[src/rtl/riscv_pkg.sv]
// Shared writeback types: register-file geometry and the queued result entry.
package riscv_pkg;
  localparam int XLEN       = 32;
  localparam int REG_ADDR_W = 5;
  localparam int NUM_SRC    = 2;

  typedef struct packed {
    logic [REG_ADDR_W-1:0] rd;
    logic [XLEN-1:0]       data;
  } wb_entry_t;

  typedef enum logic {
    SRC_ALU = 1'b0,
    SRC_LSU = 1'b1
  } src_e;
endpackage

[src/rtl/wb_fifo.sv]
// Per-source result queue; head is presented combinationally on dout_o.
module wb_fifo
  import riscv_pkg::*;
#(
  parameter int DEPTH = 2,
  localparam int PW   = $clog2(DEPTH),
  localparam int CW   = $clog2(DEPTH + 1)
) (
  input  logic          clk,
  input  logic          rst_n,
  input  logic          push_i,
  input  wb_entry_t     din_i,
  input  logic          pop_i,
  output wb_entry_t     dout_o,
  output logic          full_o,
  output logic          empty_o,
  output logic [CW-1:0] count_o
);
  wb_entry_t     mem_q [DEPTH];
  logic [PW-1:0] wr_ptr_q, rd_ptr_q;
  logic [CW-1:0] count_q;
  logic          do_push, do_pop;

  assign full_o  = (count_q == CW'(DEPTH));
  assign empty_o = (count_q == '0);
  assign count_o = count_q;
  assign dout_o  = mem_q[rd_ptr_q];
  assign do_push = push_i && !full_o;
  assign do_pop  = pop_i && !empty_o;

  // DEPTH is a power of two, so pointer overflow is the modulo wrap.
  always_ff @(posedge clk or negedge rst_n) begin
    if (!rst_n) begin
      wr_ptr_q <= '0;
      rd_ptr_q <= '0;
      count_q  <= '0;
    end else begin
      if (do_push) wr_ptr_q <= wr_ptr_q + PW'(1);
      if (do_pop)  rd_ptr_q <= rd_ptr_q + PW'(1);
      case ({do_push, do_pop})
        2'b10:   count_q <= count_q + CW'(1);
        2'b01:   count_q <= count_q - CW'(1);
        default: count_q <= count_q;
      endcase
    end
  end

  always_ff @(posedge clk) begin
    if (do_push) mem_q[wr_ptr_q] <= din_i;
  end
endmodule

[src/rtl/writeback_arbiter.sv]
// Round-robin merge of ALU and LSU results onto the register file write port.
module writeback_arbiter #(
  parameter int FIFO_DEPTH = 2,
  parameter int XLEN       = riscv_pkg::XLEN,
  parameter int REG_ADDR_W = riscv_pkg::REG_ADDR_W,
  localparam int PEND_W    = $clog2(2 * FIFO_DEPTH + 1)
) (
  input  logic                  clk,
  input  logic                  rst_n,
  input  logic                  alu_valid,
  output logic                  alu_ready,
  input  logic [REG_ADDR_W-1:0] alu_rd,
  input  logic [XLEN-1:0]       alu_data,
  input  logic                  lsu_valid,
  output logic                  lsu_ready,
  input  logic [REG_ADDR_W-1:0] lsu_rd,
  input  logic [XLEN-1:0]       lsu_data,
  output logic [REG_ADDR_W-1:0] wr_reg_num,
  output logic                  write_en,
  output logic [XLEN-1:0]       write_data,
  output logic [PEND_W-1:0]     pending,
  output logic                  idle
);
  localparam int NS = riscv_pkg::NUM_SRC;
  localparam int CW = $clog2(FIFO_DEPTH + 1);

  logic [NS-1:0]                src_valid, push, pop, full, empty;
  riscv_pkg::wb_entry_t [NS-1:0] src_in, head;
  logic [NS-1:0][CW-1:0]        cnt;

  riscv_pkg::src_e       prio_q, prio_d, gsel;
  logic                  gvld;
  logic                  wen_q;
  logic [REG_ADDR_W-1:0] rd_q;
  logic [XLEN-1:0]       data_q;

  assign src_valid = {lsu_valid, alu_valid};
  assign src_in[0] = '{rd: alu_rd, data: alu_data};
  assign src_in[1] = '{rd: lsu_rd, data: lsu_data};
  assign alu_ready = !full[0];
  assign lsu_ready = !full[1];

  // x0 results complete the handshake but are never queued.
  for (genvar s = 0; s < NS; s++) begin : g_src
    assign push[s] = src_valid[s] && !full[s] && (src_in[s].rd != '0);
    wb_fifo #(.DEPTH(FIFO_DEPTH)) u_fifo (
      .clk     (clk),
      .rst_n   (rst_n),
      .push_i  (push[s]),
      .din_i   (src_in[s]),
      .pop_i   (pop[s]),
      .dout_o  (head[s]),
      .full_o  (full[s]),
      .empty_o (empty[s]),
      .count_o (cnt[s])
    );
  end

  always_comb begin
    gvld = |(~empty);
    gsel = prio_q;
    if (!empty[0] && empty[1]) gsel = riscv_pkg::SRC_ALU;
    else if (empty[0] && !empty[1]) gsel = riscv_pkg::SRC_LSU;
    pop = '0;
    if (gvld) pop[gsel] = 1'b1;
    prio_d = gvld ? riscv_pkg::src_e'(~gsel) : prio_q;
  end

  always_ff @(posedge clk or negedge rst_n) begin
    if (!rst_n) begin
      prio_q <= riscv_pkg::SRC_ALU;
      wen_q  <= 1'b0;
      rd_q   <= '0;
      data_q <= '0;
    end else begin
      prio_q <= prio_d;
      wen_q  <= gvld;
      if (gvld) begin
        rd_q   <= head[gsel].rd;
        data_q <= head[gsel].data;
      end
    end
  end

  assign wr_reg_num = rd_q;
  assign write_en   = wen_q;
  assign write_data = data_q;
  assign pending    = PEND_W'(cnt[0]) + PEND_W'(cnt[1]);
  assign idle       = (&empty) && !wen_q;
endmodule

[config.mk]
export PLATFORM = sky130hd
export DESIGN_NAME = writeback_arbiter
export DESIGN_NICKNAME = d
export VERILOG_FILES = /design/src/rtl/riscv_pkg.sv /design/src/rtl/wb_fifo.sv /design/src/rtl/writeback_arbiter.sv
export SDC_FILE = /design/constraint.sdc
export NUM_CORES = 1
export LEC_CHECK = 0
export ABC_AREA = 1
export CAP_MARGIN = 20
export CORE_MARGIN = 2
export CORE_UTILIZATION = 55
export DETAILED_ROUTE_END_ITERATION = 6
export GPL_ROUTABILITY_DRIVEN = 0
export HOLD_SLACK_MARGIN = 0.08
export PLACE_DENSITY = 0.93
export SYNTH_ARGS = -nofsm -noshare
export SYNTH_HDL_FRONTEND = slang
export SYNTH_SLANG_ARGS = --single-unit
[constraint.sdc]
create_clock -name clk -period 4.5 [get_ports clk]
set_clock_uncertainty 0.2 [all_clocks]
set_input_delay 0.9 -clock clk [delete_from_list [all_inputs] [get_ports clk]]
set_output_delay 0.9 -clock clk [all_outputs]
set_load 0.005 [all_outputs]
Yosys cells after proc, flatten, opt, wreduce, memory -nomap -nowiden

Memories as Yosys holds them, arrays and structs flattened.
Index checks and enable logic that the tools add are counted.

Register bits: 47
Memory bits (writable): 148
Bits of input ports: 78
Logic and storage cells: 69
Memories: 2

$add $sub $neg: 9
Magnitude comparators: 2
Eq/ne operators: 6
Mux-type cells: 13
Bitwise gates (word level): 2
Reduce and logical (&&, ||, !) cells: 25

Memory list:

| name                  | depth | bits a word | rd ports | clocked after Yosys merged registers in | wr ports | RTL line      | text |
|---|---|---|---|---|---|---|---|
| g_src[0].u_fifo.mem_q | 2     | 37          | 1        | 0                                       | 1        | wb_fifo.sv:19 | `wb_entry_t mem_q [DEPTH];` |
| g_src[1].u_fifo.mem_q | 2     | 37          | 1        | 0                                       | 1        | wb_fifo.sv:19 |  |

Operators with widths:

| operator              | count |
|---|---|
| $mux W37              | 2 |
| $logic_and A1 B1 Y1   | 12 |
| $reduce_bool A5 Y1    | 2 |
| $eq A2 B2 Y1 const B  | 4 |
| $pmux W2 S2           | 2 |
| $mux W1               | 7 |
| $logic_not A1 Y1      | 5 |
| $add A1 B1 Y1 const B | 4 |
| $add A2 B1 Y2 const B | 2 |
| $eq A2 B1 Y1 const B  | 2 |
| $logic_not A2 Y1      | 2 |
| $reduce_bool A2 Y1    | 2 |
| $sub A2 B1 Y2 const B | 2 |
| $add A2 B2 Y3         | 1 |
| $lt A1 B2 Y1 const B  | 1 |
| $mux W2               | 1 |
| $not A2 Y2            | 1 |
| $reduce_and A2 Y1     | 1 |
| $reduce_or A2 Y1      | 1 |
| $demux W1 S1          | 1 |
| $ge A1 B1 Y1 const B  | 1 |
| $not A1 Y1            | 1 |

Longest topological paths before layout

Gate-level depths: netlist of the first run.

Word-level depth: 13
Gate-level depth with buffers: 11
Depth with buffers taken out: 10

Hierarchy

A second synthesis of the first run with hierarchy kept.

Cells, all modules: 691
Area total of the unflattened synthesis: 7886.3 um^2

By module, submodules not included:

| module            | times used | cells an instance | area each (um^2) | seq. area each (um^2) |
|---|---|---|---|---|
| wb_fifo           | 2          | 226               | 2939.1           | 2322.2 |
| writeback_arbiter | 1          | 239               | 2008.2           | 975.9 |

Worst setup path before layout of the first run

OpenSTA, ideal clock, no wires.

Path type: input to register
Start point: input port lsu_rd[3]
End point: memory g_src[1].u_fifo.mem_q[1][0] (netlist name) (enable)
Library setup time: 0.431 ns
Arrival time: 2.678 ns
Data required time: 3.869 ns
Path slack: 1.191 ns
Stages on the path: 4
Buffers on the path: 0
Cell sequence: nor3_1 > nand2_1 > nand3_1 > nor2_1

Longest elaborated chain between the ends: 5

Ends and longest elaborated chain:

| item                          | RTL line                | text |
|---|---|---|
| start, declared               | writeback_arbiter.sv:16 | `input logic [REG_ADDR_W-1:0] lsu_rd,` |
| $reduce_bool A5 Y1            | writeback_arbiter.sv:45 | `assign push[s] = src_valid[s] && !full[s] && (src_in[s].rd != '0);` |
| $logic_and A1 B1 Y1           | writeback_arbiter.sv:45 |  |
| $logic_and A1 B1 Y1           | wb_fifo.sv:28           | `assign do_push = push_i && !full_o;` |
| $mux W1                       | wb_fifo.sv:49           | `if (do_push) mem_q[wr_ptr_q] <= din_i;` |
| $mux W1 (not written as such) | wb_fifo.sv:49           |  |
| end, declared                 | wb_fifo.sv:19           |  |

No other way between the ends.

Worst setup path in the final report of the first run

Start point: register g_src[0].u_fifo.count_q[0]
End point: output port pending[1]

Longest elaborated chain between the ends: 1

Ends and longest elaborated chain:

| item                   | RTL line                | text |
|---|---|---|
| start, declared        | wb_fifo.sv:21           | `logic [CW-1:0] count_q;` |
| start signal, assigned | wb_fifo.sv:41           | `2'b10: count_q <= count_q + CW'(1);` |
| start signal, assigned | wb_fifo.sv:42           | `2'b01: count_q <= count_q - CW'(1);` |
| start signal, assigned | wb_fifo.sv:43           | `default: count_q <= count_q;` |
| $add A2 B2 Y3          | writeback_arbiter.sv:88 | `assign pending = PEND_W'(cnt[0]) + PEND_W'(cnt[1]);` |
| end, declared          | writeback_arbiter.sv:21 | `output logic [PEND_W-1:0] pending,` |

No other way between the ends.

==> metrics.md, run 1 <==
| Metric | Value |
|---|---|
| Status | completed |
| Clk buf depth | 2 |
| Leak | 3.72 nW |
| Clk sinks | 195 |
| PostCTS Resize Cnt | 0 |
| Hold crit path type | reg -> reg |
| CP Data Arrival Time | 2150 ps |
| Core Util, Final | roughly 70% |
| Overall fraction of global-route tracks in use | 24.1% |
| Most frequent cells in the layout | edfxtp_1, nand2_1, clkdlybuf4s50_1 |
| #FFs+latches synth | 195 |
| CP startpoint kind | flop |
| Rel. slew slack | 49.3% |
| Drt initial violations | about 500 |
| Syn Inst Count | 636 |
| Slew @ Worst Pin | 760 ps |
| Crit-path max FO | 6 |
| CTS tree | done |
| Layout cells sized above 1 | 9.27% |
| Commonest non-fill, non-tap cell in the layout | edfxtp_1 |
| Fin cells | ~950 |
| Post-CTS setup buffers | 0 |
| Mapped Area | 0.00765 mm^2 |
| Final WS setup | 1250 ps |
| DRC violations left | 0 |
| Period Utilization, post-route | between 70% and 80% |
| Rows | 43 |
| Core area | ~0.014 mm^2 |
| Avg Inst Size Synth | 12.0 um^2 |
| Number of I/O port buffers | 121 |
| Area growth syn-to-layout | 26.3% |
| Die Y | 122 um |
| Cells after DPL | about 900 |
| Yosys top cell by area | edfxtp_1 |
| Peak supply drop | 0.405 mV |
| DR pass1 iterations | 5 |
| DP Wirelength | 11.3 mm |
| ANT nets after route | 0 |
| Post-synthesis sequential area ratio | between 70% and 80% |
| Number of global-route vias before repair | 5116 |
| Hold buffer count at cts | 0 |
| # IOs | 122 |
| Total Power | 6.91 mW |
| Global-route wire length before repair | 26.2 mm |
| Syn_nets | 718 |
| Inserted Clock Buffers | 17 |
| Routed length per placed instance | 18.0 um |
| Worst Setup Path Type | reg -> out |
| Final hold viol count | 0 |
| H-tree Lvls | 4 |
| Final slew viol count | 0 |
| Synth Warn # | 0 |
| Yosys cell types | 26 |
| Total Die Area | approximately 0.015 mm^2 |
| RSZ-0062 raised after global routing | no |
| Total Neg Setup Slack | 0 ps |
| Kind of end point of the critical path | primary output |
| Hold_ws | 277 ps |
| Routed wire length | between 15 and 20 mm |
| Max-cap viol count | 0 |
| Placed cell area | 0.00898 mm^2 |
| Top cell type's share of synthesized area | 58.1% |
| Final setup viols | 0 |
| Final net count | around 840 |
| Vias | 5157 |
| WP data required | 3400 ps |
| # fillers | 910 |
| Routed vias/inst | about 5.5 |
| Initial antenna violation count | 0 |
| Die Width | 122 um |
| Dpl ws | 1270 ps |
| GR Overflow Total | 0 |
| Clock Latency Late Sink | 430 ps |
| Diode count | 0 |
| Clock root cell | clkbuf_16 |
| Largest net degree at the start of global routing | 48 |
| Post-route cell area | 0.00967 mm^2 |
| Area contributors post-synth | edfxtp_1, dfrtp_1, nand2_1, o21ai_0, nor2_1 |
| Final min period | 3250 ps |
| Peak Freq | 308 MHz |
| Power per Cell Area | 715 mW/mm^2 |
| Clock-pin transition on the worst setup and hold timing paths | 60 ps |
| Initial Util | between 50 and 60% |
[registers in the layout (all words and copies together) (netlist names)]
| name | flops |
|---|---|
| write_data | 32 |
| write_en | 1 |
| g_src.u_fifo.rd_ptr_q | 2 |
| g_src.u_fifo.mem_q | 148 |
| g_src.u_fifo.count_o | 4 |
| g_src.u_fifo.wr_ptr_q | 2 |
| wr_reg_num | 5 |
| prio_q | 1 |
[per-layer routing]
metal | global-route usage [%] | routed length (um) | vias to the layer above
met5 | 0 | 0 | -
met4 | 11.8 | 600 | 0
met3 | 4.92 | 1310 | 47
met2 | 41.0 | 8470 | 276
met1 | 29.7 | 6690 | 2433
li1 | - | - | 2401
[kinds of logic (layout without fill, tap and decap cells)]
| kind of cell | after synthesis | in the layout | synth area share, % |
|---|---|---|---|
| adder cells (fa/ha/maj) | 4 | 4 | 0.752 |
| AND/OR/NAND/NOR | 269 | 269 | 14.8 |
| XOR/XNOR | 6 | 6 | 0.687 |
| buffers and inverters | 64 | 194 | 3.79 |
| AO/OA/AOI/OAI | 98 | 98 | 6.46 |
| flip-flops | 195 | 195 | 73.5 |
[final cells by class]
cell class,count,area (um^2),area share [%]
clock buffers,18,429,4.44
flip-flops and latches,195,5620,58.1
multi-input cells,377,1750,18.1
well taps,180,225,2.33
inverters,33,124,1.28
repair buffers,130,1310,13.5
clock inverters,13,206,2.14
[final timing paths]
| path | from | endpoint | slack (ps) | cells after the start |
|---|---|---|---|---|
| setup reg to reg | g_src[1].u_fifo.count_o[0]$_DFFE_PN0P_ | g_src[1].u_fifo.count_o[1]$_DFFE_PN0P_ | 1820 | 10 |
| hold reg to reg | g_src[1].u_fifo.wr_ptr_q$_DFFE_PN0N_ | g_src[1].u_fifo.wr_ptr_q$_DFFE_PN0N_ | 280 | 2 |
| hold / removal | g_src[1].u_fifo.wr_ptr_q$_DFFE_PN0N_ | g_src[1].u_fifo.wr_ptr_q$_DFFE_PN0N_ | 280 | 2 |
| setup / recovery | g_src[0].u_fifo.count_o[0]$_DFFE_PN0P_ | pending[1] | 1250 | 3 |
| min in group asynchronous | rst_n | write_data[10]$_DFFE_PN0N_ | 360 | 2 |
| max in group asynchronous | rst_n | write_data[5]$_DFFE_PN0N_ | 3290 | 2 |
[power by group]
part / switching, mW / total, mW / internal, mW
combinational: 1.53 / 2.52 / 0.991
sequential: 0.248 / 2.78 / 2.53
clock: 0.635 / 1.62 / 0.984
total: 2.41 / 6.91 / 4.50
[critical path, cell delays in order (launching register included)]
cell and delay [ps]:
dfrtp_1 460, ha_1 240, fa_1 520, clkdlybuf4s50_1 510
[synth_stat cells (all sizes together)]
cell type / instances
dfrtp: 47
clkbuf: 9
nor3: 2
edfxtp: 148
nand4: 2
nand3: 40
inv: 33
buf: 22
nor2: 61
xor2: 4
xnor2: 2
o21ai: 96
nand2: 144
or2: 20
a21oi: 2
fa: 1
ha: 3
No activity file was read; power rests on OpenSTA's default activity.
==> run 2, diff against run 1 <==
--- a/config.mk
+++ b/config.mk
@@ -8,11 +8,11 @@
 export ABC_AREA = 1
 export CAP_MARGIN = 20
 export CORE_MARGIN = 2
-export CORE_UTILIZATION = 55
+export CORE_UTILIZATION = 53
 export DETAILED_ROUTE_END_ITERATION = 6
 export GPL_ROUTABILITY_DRIVEN = 0
 export HOLD_SLACK_MARGIN = 0.08
-export PLACE_DENSITY = 0.93
+export PLACE_DENSITY = 0.9
 export SYNTH_ARGS = -nofsm -noshare
 export SYNTH_HDL_FRONTEND = slang
 export SYNTH_SLANG_ARGS = --single-unit
==> constraint.sdc (replaced) <==
create_clock -name clk -period 3.35 [get_ports clk]
set_clock_uncertainty 0.2 [all_clocks]
set_input_delay 0.67 -clock clk [delete_from_list [all_inputs] [get_ports clk]]
set_output_delay 0.67 -clock clk [all_outputs]
set_load 0.005 [all_outputs]
==> metrics.md, run 2 (same netlist as run 1, synthesis figures left out) <==
| Metric | Value |
|---|---|
| Status | completed |
| Clk sinks | 195 (unchanged) |
| CP max stage delay | 510 ps (about the same) |
| Power per Cell Area | 952 mW/mm^2 (+33%) |
| Share of total power in the clock network | 23.0% (-0.4 points) |
| Worst Setup Path Type | reg -> out |
| Flop pwr share | 40.3% (about the same) |
| Clk buf depth | 2 (unchanged) |
| Reg-to-reg startpoint | g_src[1].u_fifo.count_o[0]$_DFFE_PN0P_ |
| Die Y | 124 um (+1.8%) |
| Commonest non-fill, non-tap cell in the layout | edfxtp_1 |
| Largest register FFs | 148 (unchanged) |
| Slew @ Worst Pin | 759 ps (-1.30 ps) |
| Routed wire length | 17.3 mm (+1.3%) |
| Final min period | between 3000 and 4000 ps |
| Gate power share | 36.7% (+0.3 points) |
| Initial Util | 54.7% (-1.1 points) |
| Area growth syn-to-layout | 26.8% |
| ANT nets after route | 0 (unchanged) |
| Clock-pin transition on the worst setup and hold timing paths | 60 ps (about the same) |
| Vias | 5150 (-0.14%) |
| Peak supply drop | 0.631 mV (+56%) |
| Routed length per placed instance | 18.2 um (+0.84%) |
| Placed cell area | 0.00906 mm^2 (+0.89%) |
| Overall fraction of global-route tracks in use | 23.7% (-0.48 points) |
| CP Data Arrival Time | 2140 ps (about the same) |
| DR pass1 iterations | 5 (unchanged) |
| Kind of end point of the critical path | primary output |
| Peak Freq | 333 MHz |
| Hold Crit Start | g_src[0].u_fifo.wr_ptr_q$_DFFE_PN0N_ |
| Leak | 3.73 nW (+0.16%) |
| Clock Latency Late Sink | 430 ps (about the same) |
| Inserted Clock Buffers | 17 (unchanged) |
| Final slew viol count | 0 (unchanged) |
| Most frequent cells in the layout | edfxtp_1, nand2_1, clkdlybuf4s50_1 |
| DRC violations left | 0 (unchanged) |
| Drt initial violations | 584 (+15%) |
| H-tree Lvls | 4 (unchanged) |
| Routed vias/inst | 5.42 (-0.56%) |
| CP max stage cell | fa_1 |
| Largest net degree at the start of global routing | 38 (-21%) |
| Largest reg by FF count | g_src.u_fifo.mem_q |
| Initial antenna violation count | 0 (unchanged) |
| Layout cells sized above 1 | 9.61% (+0.34 points) |
| Number of global-route vias before repair | 5052 (-1.3%) |
| Worst Setup SP | g_src[1].u_fifo.count_o[0]$_DFFE_PN0P_ |
| Global-route wire length before repair | 25.9 mm (-1.1%) |
| DP Wirelength | 11.4 mm (+0.49%) |
| Die Width | 124 um (+1.8%) |
| Max-cap viol count | 0 (unchanged) |
| Final hold viol count | 0 (unchanged) |
| Total Neg Setup Slack | 0 ps (unchanged) |
| Final net count | 839 (+0.36%) |
| P_sw | 3.22 mW (+33%) |
| Rows | 43 (unchanged) |
| CTS tree | done |
| Total Die Area | 0.0154 mm^2 (+3.6%) |
| Number of I/O port buffers | 121 (unchanged) |
| Hold buffer count at cts | 1 (+1) |
| Register area | 0.00562 mm^2 (unchanged) |
| RSZ-0062 raised after global routing | no |
| WP data required | 2480 ps (-920 ps) |
| Post-route cell area | 0.00970 mm^2 (+0.34%) |
| Diode count | 0 (unchanged) |
| Post-CTS setup buffers | 0 (unchanged) |
| Period Utilization, post-route | 89.7% |
| CP startpoint kind | flop |
| Final setup viols | 0 (unchanged) |
| Hold crit path type | reg -> reg |
| Crit-path cells | ha_1, fa_1, clkdlybuf4s50_1 |
| Crit-path max FO | 6 (unchanged) |
| Core area | 0.0140 mm^2 (+2.0%) |
| Multi-input logic area | 0.00175 mm^2 (unchanged) |
| Sw Ratio | 34.8% (-0.064 points) |
| Clock root cell | clkbuf_16 |
| Internal power | 6.02 mW (+34%) |
| PostCTS Resize Cnt | 0 (unchanged) |
| # IOs | 122 (unchanged) |
| GR Overflow Total | 0 (unchanged) |
| Rel. slew slack | 49.4% (+0.087 points) |
| # fillers | 961 (+5.6%) |
run 2: changes by cell type in the layout (fill, tap and decap cells not counted), sizes merged:
cell / change
clkbuf: +1
buf: +2
inv: -1
bufinv: -1
dlygate4sd3: +1
clkinvlp: +2
run 2: metrics by stage:
| stage | utilization, % | total power, mW | instances | hold WS, ps | setup slack [ps] |
|---|---|---|---|---|---|
| after floorplan | - | 5.68 | 636 | 174 | 271 |
| after global placement | 64.8 | 6.97 | 917 | 258 | 686 |
| after detailed placement | 64.8 | 7.10 | 917 | 261 | 615 |
| after CTS | 69.3 | 9.26 | 950 | 277 | 323 |
| after global routing | 69.3 | 9.78 | 950 | 286 | 282 |
| final | 69.3 | 9.24 | 950 | 276 | 344 |
run 2: area by class of cell:
| type | count | area share [%] |
|---|---|---|
| Sequential cell | 195 | 58.0 |
| Multi-Input combinational cell | 377 | 18.1 |
| Timing Repair Buffer | 133 | 13.9 |
| Clock buffer | 19 | 4.57 |
| Tap cell | 180 | 2.32 |
| Clock inverter | 13 | 1.88 |
| Inverter | 33 | 1.28 |
run 2: critical path: cells and delay by family, from the launching register on:
| family | cells | cell delay [ps] |
|---|---|---|
| buf+inv | 1 | 500 |
| flops | 1 | 460 |
| fa+ha+maj | 2 | 730 |
run 2: power groups by stage:
stage / Combinational (mW) / Clock (mW) / Sequential (mW)
after CTS: 3.40 / 2.14 / 3.72
after global placement: 3.24 / 0 / 3.73
after floorplan: 1.98 / 0 / 3.69
final: 3.39 / 2.12 / 3.73
after detailed placement: 3.35 / 0 / 3.75
after global routing: 3.76 / 2.24 / 3.78
run 2: final timing paths:
| kind | end | slack [ps] | cells after the start |
|---|---|---|---|
| max in group asynchronous | write_data[5]$_DFFE_PN0N_ | 1620 | 3 |
| max reg2reg | g_src[1].u_fifo.count_o[1]$_DFFE_PN0P_ | 930 | 11 |
| min in group asynchronous | write_data[18]$_DFFE_PN0N_ | 580 | 2 |
| max | pending[1] | 340 | 3 |
| min | g_src[0].u_fifo.wr_ptr_q$_DFFE_PN0N_ | 280 | 2 |
| min reg2reg | g_src[0].u_fifo.wr_ptr_q$_DFFE_PN0N_ | 280 | 2 |
run 2: metal layers:
layer,wire (um),up-vias,GRT usage (%)
li1,-,2416,-
met1,6740,2451,28.6
met2,8700,233,40.1
met3,1240,50,5.49
met4,598,0,11.6
met5,0,-,0
==> run 3, diff against run 2 <==
--- a/config.mk
+++ b/config.mk
@@ -8,11 +8,11 @@
 export ABC_AREA = 1
 export CAP_MARGIN = 20
 export CORE_MARGIN = 2
-export CORE_UTILIZATION = 53
+export CORE_UTILIZATION = 48
 export DETAILED_ROUTE_END_ITERATION = 6
 export GPL_ROUTABILITY_DRIVEN = 0
 export HOLD_SLACK_MARGIN = 0.08
-export PLACE_DENSITY = 0.9
+export PLACE_DENSITY = 0.84
 export SYNTH_ARGS = -nofsm -noshare
 export SYNTH_HDL_FRONTEND = slang
 export SYNTH_SLANG_ARGS = --single-unit
==> metrics.md, run 3 (same netlist as run 1, synthesis figures left out) <==
| Metric | Value |
|---|---|
| CP Data Arrival Time | 2120 ps (-20 ps) |
| CP max stage cell | clkdlybuf4s50_1 |
| Flop pwr share | 41.4% (+1.1 points) |
| WHS Endpoint | write_data[18]$_DFFE_PN0N_ |
| Initial Util | 48.7% (-6.0 points) |
| Clock-pin transition on the worst setup and hold timing paths | 70 ps (about the same) |
| Kind of end point of the critical path | primary output |
| FF-to-FF path depth | 7 (-4) |
| Layout cells sized above 1 | 9.70% (+0.092 points) |
| Most frequent cells in the layout | edfxtp_1, nand2_1, clkdlybuf4s50_1 |
| Hold crit path type | reg -> reg |
| Multi-input logic area | 0.00175 mm^2 (unchanged) |
| Clk sinks | 195 (unchanged) |
| Slew @ Worst Pin | 766 ps (+6.79 ps) |
| Die Width | 130 um (+4.9%) |
| Core Util, Final | 61.6% (-7.7 points) |
| Internal power | 5.87 mW (-2.5%) |
| DP Wirelength | 11.4 mm (about the same) |
| Max-cap viol count | 0 (unchanged) |
| Global-route wire length before repair | 25.5 mm (-1.5%) |
| Worst path top cell family by delay | adder cells |
| Diode count | 0 (unchanged) |
| Clock Latency Late Sink | 430 ps (about the same) |
| Hold Crit Start | write_data[18]$_DFFE_PN0N_ |
| P_sw | 3.13 mW (-2.5%) |
| Clock root cell | clkbuf_16 |
| Die Y | 130 um (+4.9%) |
| Leak | 3.72 nW (-0.22%) |
| Largest reg by FF count | g_src.u_fifo.mem_q |
| Final hold viol count | 0 (unchanged) |
| Vias | 5095 (-1.1%) |
| Largest net degree at the start of global routing | 38 (unchanged) |
| Buf/Inv on CP | 1 (unchanged) |
| Total Neg Setup Slack | 0 ps (unchanged) |
| Sw Ratio | 34.8% (about the same) |
| Commonest non-fill, non-tap cell in the layout | edfxtp_1 |
| Drt initial violations | 470 (-20%) |
| Share of total power in the clock network | 21.9% (-1.1 points) |
| Peak Freq | 334 MHz (+0.50%) |
| H-tree Lvls | 4 (unchanged) |
| Inserted Clock Buffers | 17 (unchanged) |
| Final min period | 2990 ps (-15.0 ps) |
| Rel. slew slack | 48.9% (-0.45 points) |
| PostCTS Resize Cnt | 0 (unchanged) |
| ANT nets after route | 0 (unchanged) |
| Peak supply drop | 0.518 mV (-18%) |
| Core area | 0.0157 mm^2 (+12%) |
| DR pass1 iterations | 5 (unchanged) |
| Status | completed |
| CTS tree | done |
| # fillers | 1208 (+26%) |
| Worst Setup Path Type | reg -> out |
| Period Utilization, post-route | 89.3% (-0.45 points) |
| R2R Path End | g_src[0].u_fifo.count_o[1]$_DFFE_PN0P_ |
| Final setup viols | 0 (unchanged) |
| Rows | 46 (+7.0%) |
| Number of I/O port buffers | 121 (unchanged) |
| Routed wire length | 16.8 mm (-2.9%) |
| Routed vias/inst | 5.15 (-5.0%) |
| Initial antenna violation count | 0 (unchanged) |
| Clk buf depth | 2 (unchanged) |
| Largest register FFs | 148 (unchanged) |
| Hold-critical path depth | 2 (unchanged) |
| Final slew viol count | 0 (unchanged) |
| Register area | 0.00562 mm^2 (unchanged) |
| Gate power share | 36.7% (about the same) |
| CP startpoint kind | flop |
| Power per Cell Area | 930 mW/mm^2 (-2.3%) |
| Reg2Reg Setup Slack | 1040 ps (+110 ps) |
| WP data required | 2480 ps (about the same) |
| Final net count | 842 (+0.36%) |
| Total Die Area | 0.0170 mm^2 (+10%) |
| # IOs | 122 (unchanged) |
| Crit-path cells | ha_1, fa_1, clkdlybuf4s50_1 |
| Number of global-route vias before repair | 4936 (-2.3%) |
| RSZ-0062 raised after global routing | no |
| DRC violations left | 0 (unchanged) |
| Area growth syn-to-layout | 26.5% |
| Routed length per placed instance | 17.0 um (-6.8%) |
| Reg-to-reg startpoint | g_src[1].u_fifo.count_o[0]$_DFFE_PN0P_ |
| GR Overflow Total | 0 (unchanged) |
| Crit-path max FO | 6 (unchanged) |
| Overall fraction of global-route tracks in use | 20.7% (-3.0 points) |
| CP max stage delay | 500 ps (about the same) |
## run 3: changes by cell type in the layout (fill, tap and decap cells not counted)
cell / before / now
buf_4: 7 / 14
clkbuf_16: 17 / 18
clkinvlp_4: 4 / 2
buf_12: 4 / 0
clkinv_4: 1 / 2
inv_6: 1 / 0
bufinv_16: 4 / 1
clkbuf_1: 1 / 3
clkinv_2: 3 / 2
clkbuf_8: 1 / 4
## run 3: per-layer routing
metal	GRT usage, %	wire, um	vias up
met3	5.25	1340	29
met4	7.46	397	0
met2	34.5	8370	218
met1	26.4	6670	2434
met5	0	0	-
li1	-	-	2414
## run 3: worst register-to-register path, delay by kind of cell (launching register included)
family	cells	cell delay, ps
xor gates and xnor gates	1	150
AOI/OAI and AO/OA	3	830
and+or+nand+nor	1	90
adders and majority gates	1	350
DFF	1	470
buffers and inverters	1	110
## run 3: cell type report
type                    count  share of cell area (%)
clock buffers              25                    5.34
clock inverters             7                   0.750
inverters                  33                    1.28
multi-input cells         377                    18.1
flip-flops and latches    195                    58.1
well taps                 216                    2.79
repair buffers            136                    13.7
## run 3: what timing repair did
| action | 4_1_cts | 5_1_grt |
|---|---|---|
| hold buffers | 1 | 0 |
| setup buffers | 0 | 0 |
| hold endpoints to repair | 14 | 0 |
## run 3: power groups by stage
stage	registers [mW]	clock network, mW	logic (mW)
after floorplan	3.69	0	1.98
after global placement	3.74	0	3.22
after detailed placement	3.76	0	3.31
after CTS	3.73	2.00	3.34
after global routing	3.80	2.10	3.66
final	3.73	1.97	3.30
## run 3: how the worst max path moves through the flow
stage	slack, ps	endpoint	startpoint	cells past startpoint
after floorplan	270	g_src[1].u_fifo.mem_q[1][0]$_DFFE_PP_	lsu_rd[3]	4
after global placement	710	g_src[0].u_fifo.count_o[1]$_DFFE_PN0P_	alu_rd[2]	8
final	360	pending[1]	g_src[0].u_fifo.count_o[0]$_DFFE_PN0P_	3
after detailed placement	650	g_src[0].u_fifo.count_o[1]$_DFFE_PN0P_	alu_rd[3]	8
after CTS	330	pending[1]	g_src[0].u_fifo.count_o[0]$_DFFE_PN0P_	3
after global routing	280	pending[1]	g_src[0].u_fifo.count_o[0]$_DFFE_PN0P_	3
## run 3: through the flow
stage | worst slack [ps] | power [mW] | hold slack (ps) | instance area (um^2) | cells
2_1_floorplan | 271 | 5.68 | 174 | 7650 | 636
3_3_place_gp | 709 | 6.97 | 257 | 9080 | 956
3_5_place_dp | 655 | 7.07 | 264 | 9080 | 956
4_1_cts | 332 | 9.06 | 282 | 9680 | 989
5_1_grt | 283 | 9.56 | 298 | 9680 | 989
6_report | 359 | 9.01 | 279 | 9680 | 989
